<file path="config.mk">
export PLATFORM = sky130hd
export DESIGN_NAME = usr_sequencer
export DESIGN_NICKNAME = d
export VERILOG_FILES = /design/src/rtl/usr_sequencer.sv
export SDC_FILE = /design/constraint.sdc
export NUM_CORES = 1
export LEC_CHECK = 0
export ABC_AREA = 1
export BUFFER_PORTS_ARGS = -buffer_cell sky130_fd_sc_hd__buf_2
export CAP_MARGIN = 20
export CORE_MARGIN = 2
export CORE_UTILIZATION = 30
export DETAILED_ROUTE_END_ITERATION = 7
export SLEW_MARGIN = 20
export SYNTH_ARGS = -nofsm -noshare
export SYNTH_HDL_FRONTEND = slang
export SYNTH_SLANG_ARGS = --single-unit
</file>
<file path="constraint.sdc">
create_clock -name clk -period 1.68 [get_ports clk]
set_input_delay 0.336 -clock clk [delete_from_list [all_inputs] [get_ports clk]]
set_output_delay 0.336 -clock clk [all_outputs]
set_load 0.01 [all_outputs]
</file>
<file path="src/rtl/usr_sequencer.sv">
// Command sequencer that drives a 4-mode universal shift register.
// It runs LOAD, SHR, SHL and ROR commands through a four-state FSM with a shift down-counter.
module usr_sequencer #(
  parameter int WIDTH = 4,
  parameter int CNT_W = 3
) (
  input  logic             clk,
  input  logic             reset,
  input  logic             cmd_valid,
  output logic             cmd_ready,
  input  logic [1:0]       cmd_op,
  input  logic [WIDTH-1:0] cmd_data,
  input  logic [CNT_W-1:0] cmd_count,
  input  logic             cmd_fill,
  input  logic [WIDTH-1:0] usr_Q,
  output logic [1:0]       usr_S,
  output logic [WIDTH-1:0] usr_D,
  output logic             usr_SR,
  output logic             usr_SL,
  output logic             busy,
  output logic             done
);

  localparam logic [1:0] OP_LOAD = 2'b00;
  localparam logic [1:0] OP_SHR  = 2'b01;
  localparam logic [1:0] OP_SHL  = 2'b10;
  localparam logic [1:0] OP_ROR  = 2'b11;

  localparam logic [1:0] MODE_HOLD = 2'b00;
  localparam logic [1:0] MODE_SHR  = 2'b01;
  localparam logic [1:0] MODE_SHL  = 2'b10;
  localparam logic [1:0] MODE_LOAD = 2'b11;

  typedef enum logic [1:0] {
    IDLE  = 2'b00,
    LOAD  = 2'b01,
    SHIFT = 2'b10,
    DONE  = 2'b11
  } state_t;

  state_t           state;
  state_t           state_nxt;
  logic [CNT_W-1:0] cnt;
  logic [CNT_W-1:0] cnt_nxt;
  logic [1:0]       op;
  logic             fill;
  logic [WIDTH-1:0] data;
  logic             accept;

  // Only the LSB of the register contents feeds back (rotate right).
  logic unused_q;
  assign unused_q = ^usr_Q[WIDTH-1:1];

  assign accept = (state == IDLE) && cmd_valid;

  always_ff @(posedge clk or negedge reset) begin
    if (!reset) begin
      state <= IDLE;
      cnt   <= '0;
      op    <= OP_LOAD;
      fill  <= 1'b0;
      data  <= '0;
    end else begin
      state <= state_nxt;
      cnt   <= cnt_nxt;
      if (accept) begin
        op   <= cmd_op;
        fill <= cmd_fill;
        // usr_D keeps its last value unless a new LOAD arrives.
        if (cmd_op == OP_LOAD)
          data <= cmd_data;
      end
    end
  end

  always_comb begin
    state_nxt = state;
    cnt_nxt   = cnt;
    case (state)
      IDLE: begin
        if (cmd_valid) begin
          if (cmd_op == OP_LOAD) begin
            state_nxt = LOAD;
          end else if (cmd_count == '0) begin
            state_nxt = DONE;
          end else begin
            state_nxt = SHIFT;
            cnt_nxt   = cmd_count;
          end
        end
      end
      LOAD:  state_nxt = DONE;
      SHIFT: begin
        // cnt is at least 1 here, so the decrement never wraps.
        cnt_nxt = cnt - 1'b1;
        if (cnt == {{(CNT_W-1){1'b0}}, 1'b1})
          state_nxt = DONE;
      end
      DONE:    state_nxt = IDLE;
      default: state_nxt = IDLE;
    endcase
  end

  always_comb begin
    usr_S  = MODE_HOLD;
    usr_SR = 1'b0;
    usr_SL = 1'b0;
    case (state)
      LOAD: usr_S = MODE_LOAD;
      SHIFT: begin
        case (op)
          OP_SHR: begin
            usr_S  = MODE_SHR;
            usr_SR = fill;
          end
          OP_SHL: begin
            usr_S  = MODE_SHL;
            usr_SL = fill;
          end
          OP_ROR: begin
            usr_S  = MODE_SHR;
            usr_SR = usr_Q[0];
          end
          default: usr_S = MODE_HOLD;
        endcase
      end
      default: usr_S = MODE_HOLD;
    endcase
  end

  assign usr_D     = data;
  assign cmd_ready = (state == IDLE);
  assign busy      = (state != IDLE);
  assign done      = (state == DONE);

endmodule

</file>
==> impl_metrics.env <==
export IMPL_finalSetupViolCount=2
export IMPL_dr_pass1_iters=4
export IMPL_worstSetupEndpointType="output port"
export IMPL_synthCells=104
export IMPL_ys_ff_latch=12
export IMPL_rr_worst_depth=8
export IMPL_r2r_end="state[1]"
export IMPL_crit_path_top_delay_cell="dfrtp_1"
export IMPL_grt_pass1_wl_um=2860
export IMPL_required_ns=1.34
export IMPL_area_delta_synth_final_pct=37.9
export IMPL_max_freq_mhz=591
export IMPL_die_h_um=55.1
export IMPL_drt_vias_per_instance=4.50
export IMPL_p_leak_uw=0.000587
export IMPL_comb_power_share_pct=61.8
export IMPL_place_ws_ns=0.140
export IMPL_reg2reg_from="state[1]"
export IMPL_outcome="finished, violations left"
export IMPL_critPathLaunchType="flop"
export IMPL_clk_transition_reported_paths_ns=0.08
export IMPL_antenna_found_initial=0
export IMPL_dp_hpwl_um=1380
export IMPL_intPower_uw=1100
export IMPL_peakVddDrop_uv=897
export IMPL_grt_overflow=0
export IMPL_netlist_area_sq_um=783
export IMPL_violations="negative setup slack"
export IMPL_cts_sinks=12
export IMPL_power_frac_seq_pct=26.9
export IMPL_slew_headroom_pct=82.7
export IMPL_p_clk_share_pct=11.2
export IMPL_instances_no_fill=169
export IMPL_min_path_type="input port to flop"
export IMPL_use_met2_pct=24.4
export IMPL_drc=0
export IMPL_critPathLaunch="state[1]"
export IMPL_slowest_delay_ns=0.43
export IMPL_clkLatencyLatePin_ns=0.27
export IMPL_num_rows=18
export IMPL_cap_violations=0
export IMPL_drive_gt1_share_pct=37.4
export IMPL_die_width_um=55.1
export IMPL_drtIter0Drc=10
export IMPL_via_count=760
export IMPL_diodes=0
export IMPL_report_final_slew_viol_count=0
export IMPL_tightest_slew_ns=0.260
export IMPL_synth_warnings=0
export IMPL_placed_cells=158
export IMPL_crit_chain="inv_2 -> ha_4 -> inv_2 -> a21oi_2 -> buf_2"
export IMPL_use_met3_pct=3.76
export IMPL_ios=28
export IMPL_fin_ws_ns=-0.0129
export IMPL_drt_total_wl_um=1780
export IMPL_p_sw_uw=889
export IMPL_crit_end="usr_S[1]"
export IMPL_syn_area_per_cell_sq_um=7.53
export IMPL_cts_tree="built"
export IMPL_synth_nets=129
export IMPL_powerDensity_mw_per_mm2=1840
export IMPL_io_buffer_count=24
export IMPL_grt_busiest_layer="met2"
export IMPL_crit_arrival_ns=1.36
export IMPL_grt_pass1_vias=687
export IMPL_num_nets_final=165
export IMPL_place_gp_congestion=0.799
export IMPL_wl_per_cell_um=10.6
export IMPL_skew_ns=0.00721
export IMPL_hold_viol=0
export IMPL_met1_usage_pct=15.9
export IMPL_die_area_sq_mm=0.00304
export IMPL_crit_fanout=4
export IMPL_grt_max_degree=13
export IMPL_initial_core_util_pct=31.6
export IMPL_rsz0062_at_grt="true"
export IMPL_cts_max_path_buffers=2
export IMPL_root_buffer="clkbuf_4"
export IMPL_ant_nets=0
export IMPL_timing_critical_path_mode_cell="inv_2"
export IMPL_period_share_pct=101
export IMPL_reg2reg_slack_ns=0.21
export IMPL_crit_type="flop to output port"
export IMPL_track_usage_pct=13.1
export IMPL_p_sw_share_pct=44.7
export IMPL_yosysSeqAreaShare_pct=38.3
export IMPL_h_tree_depth=1
export IMPL_period_minus_slack_ns=1.69
export IMPL_core_sq_mm=0.00248
export IMPL_cts_made_buffers=3
export IMPL_ys_types=17
-- sequential cells by signal, indices dropped and copies added (netlist names) --
| name | count |
|---|---|
| usr_D | 4 |
| cnt | 3 |
| op | 2 |
| state | 2 |
| fill | 1 |
-- layout by cell type (no fill, tap or decap), drive strengths merged --
| cell type | instances |
|---|---|
| a21oi | 4 |
| buf | 31 |
| clkbuf | 4 |
| dfrtp | 12 |
| dlygate4sd3 | 1 |
| ha | 8 |
| inv | 18 |
| nand2 | 34 |
| nand3 | 11 |
| nand4 | 1 |
| nor2 | 5 |
| o211ai | 1 |
| o21ai | 9 |
-- critical path: cells and delay by family (launching register included) --
family                   cells  cell delay (ns)
flip-flops                   1             0.43
buffers and inverters        3             0.29
adder cells (fa/ha/maj)      1             0.28
AO/OA/AOI/OAI                1             0.10
-- area by class of cell --
type,instances,area (sq um)
Multi-Input combinational cell,73,455
Tap cell,30,37.5
Inverter,18,67.6
Fill cell,258,1400
Clock buffer,4,36.3
Timing Repair Buffer,32,183
Sequential cell,12,300
-- through the flow --
| step | area [sq um] | util, % | total power, uW | setup TNS [ns] | hold slack [ns] |
|---|---|---|---|---|---|
| 2_1_floorplan | 783 | - | 1240 | 0 | 0.0404 |
| 3_3_place_gp | 941 | 38.0 | 1500 | 0 | 0.224 |
| 3_5_place_dp | 941 | 38.0 | 1530 | 0 | 0.224 |
| 4_1_cts | 1060 | 42.7 | 1950 | 0 | 0.278 |
| 5_1_grt | 1080 | 43.6 | 2200 | -0.161 | 0.304 |
| 6_report | 1080 | 43.6 | 1990 | -0.0208 | 0.285 |
-- synth_stat cells (all sizes together) --
| cell type | number | area, sq um |
|---|---|---|
| a21oi | 4 | 23.8 |
| buf | 1 | 7.51 |
| dfrtp | 12 | 300 |
| ha | 8 | 100 |
| inv | 18 | 67.6 |
| nand2 | 34 | 133 |
| nand3 | 11 | 55.1 |
| nand4 | 1 | 6.26 |
| nor2 | 5 | 26.3 |
| o211ai | 1 | 7.51 |
| o21ai | 9 | 56.3 |
-- power groups by stage --
| stage | Combinational [uW] | Sequential [uW] | Clock (uW) |
|---|---|---|---|
| after CTS | 1190 | 529 | 232 |
| final | 1230 | 535 | 223 |
| after global placement | 973 | 531 | 0 |
| after floorplan | 698 | 538 | 0 |
| after global routing | 1400 | 549 | 253 |
| after detailed placement | 996 | 536 | 0 |
-- timing repair --
item	CTS	global route
pin swaps	2	1
hold buffers	1	0
buffers inserted	5	1
setup endpoints to repair	4	4
hold endpoints to repair	12	0
resized for setup	8	3
-- metal layers --
| metal | vias up | routed length, um |
|---|---|---|
| met5 | - | 0 |
| met4 | 0 | 0 |
| met3 | 0 | 109 |
| met2 | 18 | 928 |
| met1 | 348 | 744 |
| li1 | 394 | - |
-- logic make-up after synthesis --
family                     count (synthesis)  synth area share, %
DFF                                       12                 38.3
AOI/OAI and AO/OA                         14                 11.2
buffers and inverters                     19                 9.58
adders and majority gates                  8                 12.8
and+or+nand+nor                           51                 28.1
-- how the worst min path moves through the flow --
| stage | depth (start not counted) | slack (ns) | to | from |
|---|---|---|---|---|
| global placement | 1 | 0.22 | cnt[2] | reset |
| floorplan | 0 | 0.04 | cnt[0] | reset |
| global route | 3 | 0.30 | usr_D[1] | cmd_data[1] |
| detailed placement | 1 | 0.22 | cnt[2] | reset |
| finish | 3 | 0.29 | fill | cmd_fill |
| CTS | 3 | 0.28 | fill | cmd_fill |
Note: power is estimated with default switching activity, not from simulation.
